### config.mk
export PLATFORM = sky130hd
export DESIGN_NAME = march_engine
export DESIGN_NICKNAME = d
export VERILOG_FILES = /design/src/rtl/march_engine.sv
export SDC_FILE = /design/constraint.sdc
export NUM_CORES = 1
export LEC_CHECK = 0
export ABC_AREA = 0
export CAP_MARGIN = 20
export CELL_PAD_IN_SITES_DETAIL_PLACEMENT = 2
export CELL_PAD_IN_SITES_GLOBAL_PLACEMENT = 2
export CORE_ASPECT_RATIO = 1.25
export CORE_MARGIN = 4
export CORE_UTILIZATION = 33
export DETAILED_ROUTE_END_ITERATION = 10
export PLACE_DENSITY = 0.79
export SETUP_SLACK_MARGIN = 0.1
export SLEW_MARGIN = 40
export SYNTH_ARGS = -nofsm -noshare
export SYNTH_HDL_FRONTEND = slang
export SYNTH_SLANG_ARGS = --single-unit
### constraint.sdc
create_clock -name i_clk -period 2.77 [get_ports i_clk]
set_input_delay 0.831 -clock i_clk [delete_from_list [all_inputs] [get_ports i_clk]]
set_output_delay 0.831 -clock i_clk [all_outputs]
set_load 0.01 [all_outputs]
### src/rtl/march_engine.sv
// rtl/march_engine.sv - March C- sequencer: drives memory strobes, checks reads, pulses stop.
module march_engine #(
   parameter int ADDR_W = 8,
   parameter int DATA_W = 4
) (
   input  logic              i_clk,
   input  logic              i_rst,
   input  logic              i_tmode,
   input  logic [DATA_W-1:0] i_mem_rdata,
   output logic [ADDR_W-1:0] o_addr,
   output logic [DATA_W-1:0] o_wdata,
   output logic              o_we,
   output logic              o_re,
   output logic              o_stop,
   output logic              o_fail,
   output logic [ADDR_W-1:0] o_fail_addr,
   output logic [2:0]        o_fail_elem
);

   typedef enum logic [1:0] {S_IDLE, S_RUN, S_FLUSH, S_DONE} state_t;

   localparam logic [ADDR_W-1:0] ADDR_MAX = '1;

   state_t              r_state;
   state_t              w_next;
   logic [2:0]          r_elem;
   logic                r_phase;
   logic [ADDR_W-1:0]   r_addr;
   logic                r_exp_valid;
   logic [DATA_W-1:0]   r_exp_data;
   logic [ADDR_W-1:0]   r_exp_addr;
   logic [2:0]          r_exp_elem;
   logic                r_stop;
   logic                r_fail;
   logic [ADDR_W-1:0]   r_fail_addr;
   logic [2:0]          r_fail_elem;

   logic w_two_op, w_down, w_addr_last, w_op_done, w_last_op;
   logic w_start, w_active, w_is_read, w_is_write, w_wr_one, w_rd_one, w_mismatch;

   // Elements 1..4 are read-then-write pairs; 3 and 4 walk the address space downward.
   assign w_two_op    = (r_elem >= 3'd1) && (r_elem <= 3'd4);
   assign w_down      = (r_elem == 3'd3) || (r_elem == 3'd4);
   assign w_addr_last = w_down ? (r_addr == '0) : (r_addr == ADDR_MAX);
   assign w_op_done   = !w_two_op || r_phase;
   assign w_last_op   = (r_elem == 3'd5) && w_addr_last;
   assign w_start     = (r_state == S_IDLE) && i_tmode;
   assign w_active    = (r_state == S_RUN) && i_tmode;
   assign w_is_read   = (r_elem == 3'd5) || (w_two_op && !r_phase);
   assign w_is_write  = (r_elem == 3'd0) || (w_two_op && r_phase);
   assign w_wr_one    = (r_elem == 3'd1) || (r_elem == 3'd3);
   assign w_rd_one    = (r_elem == 3'd2) || (r_elem == 3'd4);
   assign w_mismatch  = r_exp_valid && i_tmode &&
                        ((r_state == S_RUN) || (r_state == S_FLUSH)) &&
                        (i_mem_rdata != r_exp_data);

   always_ff @(posedge i_clk) begin
      if (i_rst) r_state <= S_IDLE;
      else       r_state <= w_next;
   end

   always_comb begin
      w_next = r_state;
      case (r_state)
         S_IDLE:  if (i_tmode) w_next = S_RUN;
         S_RUN:   begin
            if (!i_tmode)      w_next = S_IDLE;
            else if (w_last_op) w_next = S_FLUSH;
         end
         S_FLUSH: w_next = i_tmode ? S_DONE : S_IDLE;
         S_DONE:  if (!i_tmode) w_next = S_IDLE;
         default: w_next = S_IDLE;
      endcase
   end

   // Strobes are gated by tmode so an abort removes them in the same cycle.
   always_comb begin
      o_we    = 1'b0;
      o_re    = 1'b0;
      o_wdata = '0;
      if (w_active) begin
         o_we = w_is_write;
         o_re = w_is_read;
         if (w_is_write && w_wr_one) o_wdata = '1;
      end
   end

   always_ff @(posedge i_clk) begin
      if (i_rst || w_start) begin
         r_elem  <= 3'd0;
         r_phase <= 1'b0;
         r_addr  <= '0;
      end else if (w_active) begin
         if (!w_op_done) begin
            r_phase <= 1'b1;
         end else begin
            r_phase <= 1'b0;
            if (!w_addr_last) begin
               r_addr <= w_down ? r_addr - ADDR_W'(1) : r_addr + ADDR_W'(1);
            end else if (r_elem != 3'd5) begin
               r_elem <= r_elem + 3'd1;
               r_addr <= ((r_elem == 3'd2) || (r_elem == 3'd3)) ? ADDR_MAX : '0;
            end
         end
      end
   end

   always_ff @(posedge i_clk) begin
      if (i_rst) begin
         r_exp_valid <= 1'b0;
         r_exp_data  <= '0;
         r_exp_addr  <= '0;
         r_exp_elem  <= 3'd0;
         r_stop      <= 1'b0;
         r_fail      <= 1'b0;
         r_fail_addr <= '0;
         r_fail_elem <= 3'd0;
      end else begin
         r_exp_valid <= o_re;
         if (o_re) begin
            r_exp_data <= w_rd_one ? '1 : '0;
            r_exp_addr <= r_addr;
            r_exp_elem <= r_elem;
         end
         r_stop <= (r_state == S_FLUSH) && i_tmode;
         if (w_start) begin
            r_fail      <= 1'b0;
            r_fail_addr <= '0;
            r_fail_elem <= 3'd0;
         end else if (w_mismatch && !r_fail) begin
            r_fail      <= 1'b1;
            r_fail_addr <= r_exp_addr;
            r_fail_elem <= r_exp_elem;
         end
      end
   end

   assign o_addr      = r_addr;
   assign o_stop      = r_stop;
   assign o_fail      = r_fail;
   assign o_fail_addr = r_fail_addr;
   assign o_fail_elem = r_fail_elem;

endmodule

After elaboration in Yosys (flattened, before gate mapping):

Cells that the tools add are included.

* output and inout port bits: 27
* word-level logic and storage cells: 80
* bits in registers: 43

* mux-type cells: 17
* eq/ne operators: 15
* add/subtract/negate cells: 3
* reductions and logical operators: 31
* $lt $le $gt $ge: 2

Operators by type and width (number)
* $mux 8: 4
* $logic_and 1x1->1: 12
* $mux 4: 3
* $mux 2: 5
* $logic_or 1x1->1: 9
* $add 8x1->8 const B: 1
* $eq 8x8->1 const B: 1
* $logic_not 8->1: 1
* $pmux 2 s4: 1
* $sub 8x1->8 const B: 1
* $eq 3x2->1 const B: 2
* $eq 3x3->1 const B: 2
* $ne 3x3->1 const B: 2
* $reduce_and 3->1: 2
* $eq 2x2->1 const B: 2
* $mux 1: 4
* $ne 2x2->1 const B: 2
* $ne 4x4->1: 1
* $reduce_and 4->1: 1
* $add 3x1->3 const B: 1
* $eq 3x1->1 const B: 1
* $ge 3x1->1 const B: 1
* $le 3x3->1 const B: 1
* $logic_not 1->1: 3
* other kinds (5): 5

Logic depth before layout (Yosys ltp):

* depth in word-level cells: 7
* gate-level depth with buffers: 9

Worst setup path after synthesis:

OpenSTA, ideal clock, no wires.

* path type: input -> output
* start: input i_tmode
* end: output o_wdata[1]
* arrival: 1803 ps
* buffers on the path: 2
* setup slack: 136 ps
* cell stages on the path: 4
* path through: buf_2 nand2_1 nor3_1 buf_4

* cells in the longest elaborated chain, start to end: 2

Ends and longest elaborated chain
* start, declared: RTL line 8 `input logic i_tmode,`
* $logic_and 1x1->1: RTL line 48 `assign w_active = (r_state == S_RUN) && i_tmode;`
* $mux 4: RTL line 81 `if (w_active) begin`
* end, declared: RTL line 11 `output logic [DATA_W-1:0] o_wdata,`

Every way passes these cells.

Final worst setup path:

* start: register r_elem[1]
* end: output o_we

* cells in the longest elaborated chain, start to end: 5
* elaborated cells between the ends (all ways): 7
* classes of those cells: order compare: 2; mux: 1; reduce/logical: 4

Ends and longest elaborated chain
* start, declared: RTL line 26 `logic [2:0] r_elem;`
* start signal, assigned: RTL line 101 `r_elem <= r_elem + 3'd1;`
* $ge 3x1->1 / $le 3x3->1 (equally long branches): RTL line 42 `assign w_two_op = (r_elem >= 3'd1) && (r_elem <= 3'd4);`
* $logic_and 1x1->1: RTL line 42
* $logic_and 1x1->1: RTL line 50 `assign w_is_write = (r_elem == 3'd0) || (w_two_op && r_phase);`
* $logic_or 1x1->1 *: RTL line 50
* $mux 1 *: RTL line 81
* end, declared: RTL line 12 `output logic o_we,`

Every way passes the cells marked *; elsewhere a longest branch is shown, timed or not.

==> reports/results.tsv <==
metric	value	unit
synth_cells	233	
first_iter_violations	40	
cts.sinks	40	
utilization	45.53	%
hold_buffers	0	
finClkSkew	0.003149	ns
r2r_start	r_elem[0]$_SDFFE_PP0P_	
initial_core_util	33.74	%
syn_avg_cell_area	9.446	µm²
async_reset_ff_share	0	%
drt-vias-per-instance	5.339	
use_met2	34.54	%
crit_path_cell_trace	inv_2 -> ha_4 -> or3_4 -> a21oi_2 -> nor2_1 -> a21oi_2 -> buf_4 -> nor2_1 -> buf_2	
root_buffer	clkbuf_8	
post-route-period-util	97.28	%
synth_cell_type_count	47	
core_area	6524	µm²
place_congestion	0.7545	
use_met1	20.67	%
cpLargestDelayFamily	simple AND/OR/NAND/NOR gates	
nets	312	
status	complete, no violations	
power_density	416.9	nW/µm²
min_from	o_fail_addr[6]$_SDFFE_PP0P_	
drv_slew	0	
ir_drop	242.3	µV
diodes	0	
die_x	81.05	µm
antenna_left	0	
die_h	99.31	µm
grt_overflow	0	
cts_tree	yes	
cp.arrival	1.86	ns
htree_levels	2	
fmax	0.3711	GHz
die-area	8048	µm²
wl	7.212	mm
setup_viol	0	
crit_path_end_kind	primary output	
setup_ws	0.07521	ns
drive_above_1_share	25.69	%
grt_pass1_wl	11.59	mm
path_max_fanout	2	
path_buf_inv	3	
io_pins	34	
vias	2002	
cap_violations	0	
dpl_worst_slack	-0.4249	ns
path_clk_slew	0.08	ns
slowest_delay	0.35	ns
numPortBuffers	33	
wl_per_cell	19.23	µm
drt-pass1-iter-count	4	
busiest_layer	met2	
grt_max_degree	18	
hpwlAfterDp	5.008	mm
ys_seq_area_share	36.38	%
synth_ff_type	dfxtp_1	
grt_usage	19.06	%
slew_headroom	63.98	%
ys_ff_latch	40	
worst_slew_pin_slew	0.5391	ns
startpoint_type	flop	
cp.required	1.94	ns
area_growth	34.96	%
grt_setup_unrepaired	yes	
clockBufferDepth	2	
grt_pass1_vias	2275	
synth_top_cell_area_share	36.38	%
use_met3	3.804	%
fin_tns_setup	0	ns
placedCellCount	363	
ys_warn_count	0	
place_area	2735	µm²
syn_area	2201	µm²
hold_class	reg2reg	
finalNonFillerCells	375	
drc	0	
syn-num-nets	258	
leakage	1.240	nW
synth-edff-count	0	
fin_crit	2.695	ns
cts_inserted_buffers	5	
cp_slowest_cell	dfxtp_2	
worst-setup-path-type	reg2out	
antenna_found_initial	0	
final_cell_area	2970	µm²
fin_hold_ws	0.5013	ns
clk_latency	0.30	ns
synth_top_cell_by_area	dfxtp_1	
finalPower	1.238	mW
rows	33	
synthTopCellsByArea	dfxtp_1, mux2i_1, ha_1	
worstSetupStartpoint	r_elem[1]$_SDFFE_PP0P_	
hold_viol_final	0	
## cell usage in the layout (no fill, tap or decap), drive strengths merged, types with 4 or more instances in the layout
master,instances
a211oi,5
a21oi,11
buf,31
clkbuf,6
clkdlybuf4s50,26
dfxtp,40
ha,17
inv,10
mux2i,24
nand2,8
nand3,4
nand4,4
nor2,40
nor3,5
nor4,5
o221a,7
xnor2,4
## area by class of cell
| type | count | area [µm²] |
|---|---|---|
| fill | 720 | 3553 |
| multi-input combinational | 172 | 1410 |
| sequential | 40 | 805.8 |
| timing repair buffer | 58 | 500.5 |
| tap | 87 | 108.9 |
| clock buffer | 6 | 72.57 |
| inverter | 10 | 37.54 |
| clock inverter | 2 | 35.03 |
## what timing repair did
action	CTS	global route
gates cloned	0	0
hold endpoints to repair	0	0
buffers inserted	3	2
setup endpoints to repair	7	8
pin swaps	6	6
resized for setup	41	9
## worst min-delay path, stage by stage (launching register included)
cell	delay [ns]
dfxtp_1	0.33
mux2i_1	0.06
nor2_1	0.08
## cell usage after synthesis (2+ instances only)
| library cell | count |
|---|---|
| dfxtp_1 | 40 |
| nor2_1 | 40 |
| mux2i_1 | 24 |
| ha_1 | 17 |
| a21oi_1 | 10 |
| inv_1 | 10 |
| nand2_1 | 7 |
| o221a_2 | 7 |
| buf_4 | 5 |
| nor3_1 | 5 |
| a211oi_1 | 4 |
| nand3_1 | 4 |
| nand4_1 | 4 |
| nor4_1 | 4 |
| xnor2_1 | 4 |
| clkbuf_1 | 3 |
| nor2b_1 | 3 |
| nor3b_1 | 3 |
| o211ai_1 | 3 |
| o21ai_0 | 3 |
| a211o_1 | 2 |
| a21o_1 | 2 |
| buf_2 | 2 |
| mux2_2 | 2 |
| o41ai_1 | 2 |
| or3_1 | 2 |
## power by group
group          internal [mW]  switching, mW
sequential             0.583         0.0202
combinational         0.0752         0.0826
clock                  0.267          0.210
total                  0.925          0.313
## registers in the layout, indices dropped and copies added, names as in the netlist
| signal | count |
|---|---|
| o_fail_addr | 8 |
| r_exp_addr | 8 |
| r_phase | 1 |
| o_fail | 1 |
| r_exp_valid | 1 |
| r_elem | 3 |
| r_exp_elem | 3 |
| r_state | 2 |
| r_exp_data | 1 |
| o_fail_elem | 3 |
| o_stop | 1 |
| o_addr | 8 |
## final timing paths
kind,end,slack [ns],depth (start not counted)
hold / removal,o_fail_addr[6]$_SDFFE_PP0P_,0.50,2
setup / recovery,o_we,0.08,9
hold reg to reg,o_fail_addr[6]$_SDFFE_PP0P_,0.50,2
setup reg to reg,o_addr[7]$_SDFFE_PP0P_,0.20,9
## kinds of logic (layout without fill, tap and decap cells)
group	after synthesis	after routing	synth area share (%)
AND/OR/NAND/NOR	80	80	18.25
AO/OA/AOI/OAI	43	43	16.03
flip-flops	40	40	36.38
multiplexers	27	27	12.62
buffers and inverters	21	76	4.548
adder cells (fa/ha/maj)	18	18	10.57
XOR/XNOR	4	4	1.592
## routing by layer
layer  vias up  share of wire, %  routed length, µm
li1        947                 -                  -
met1       993                38               2754
met2        43                55               3985
met3        19               2.8                203
met4         0               3.7                269
met5         -                 0                  0
Note: power is estimated with default switching activity, not from simulation.
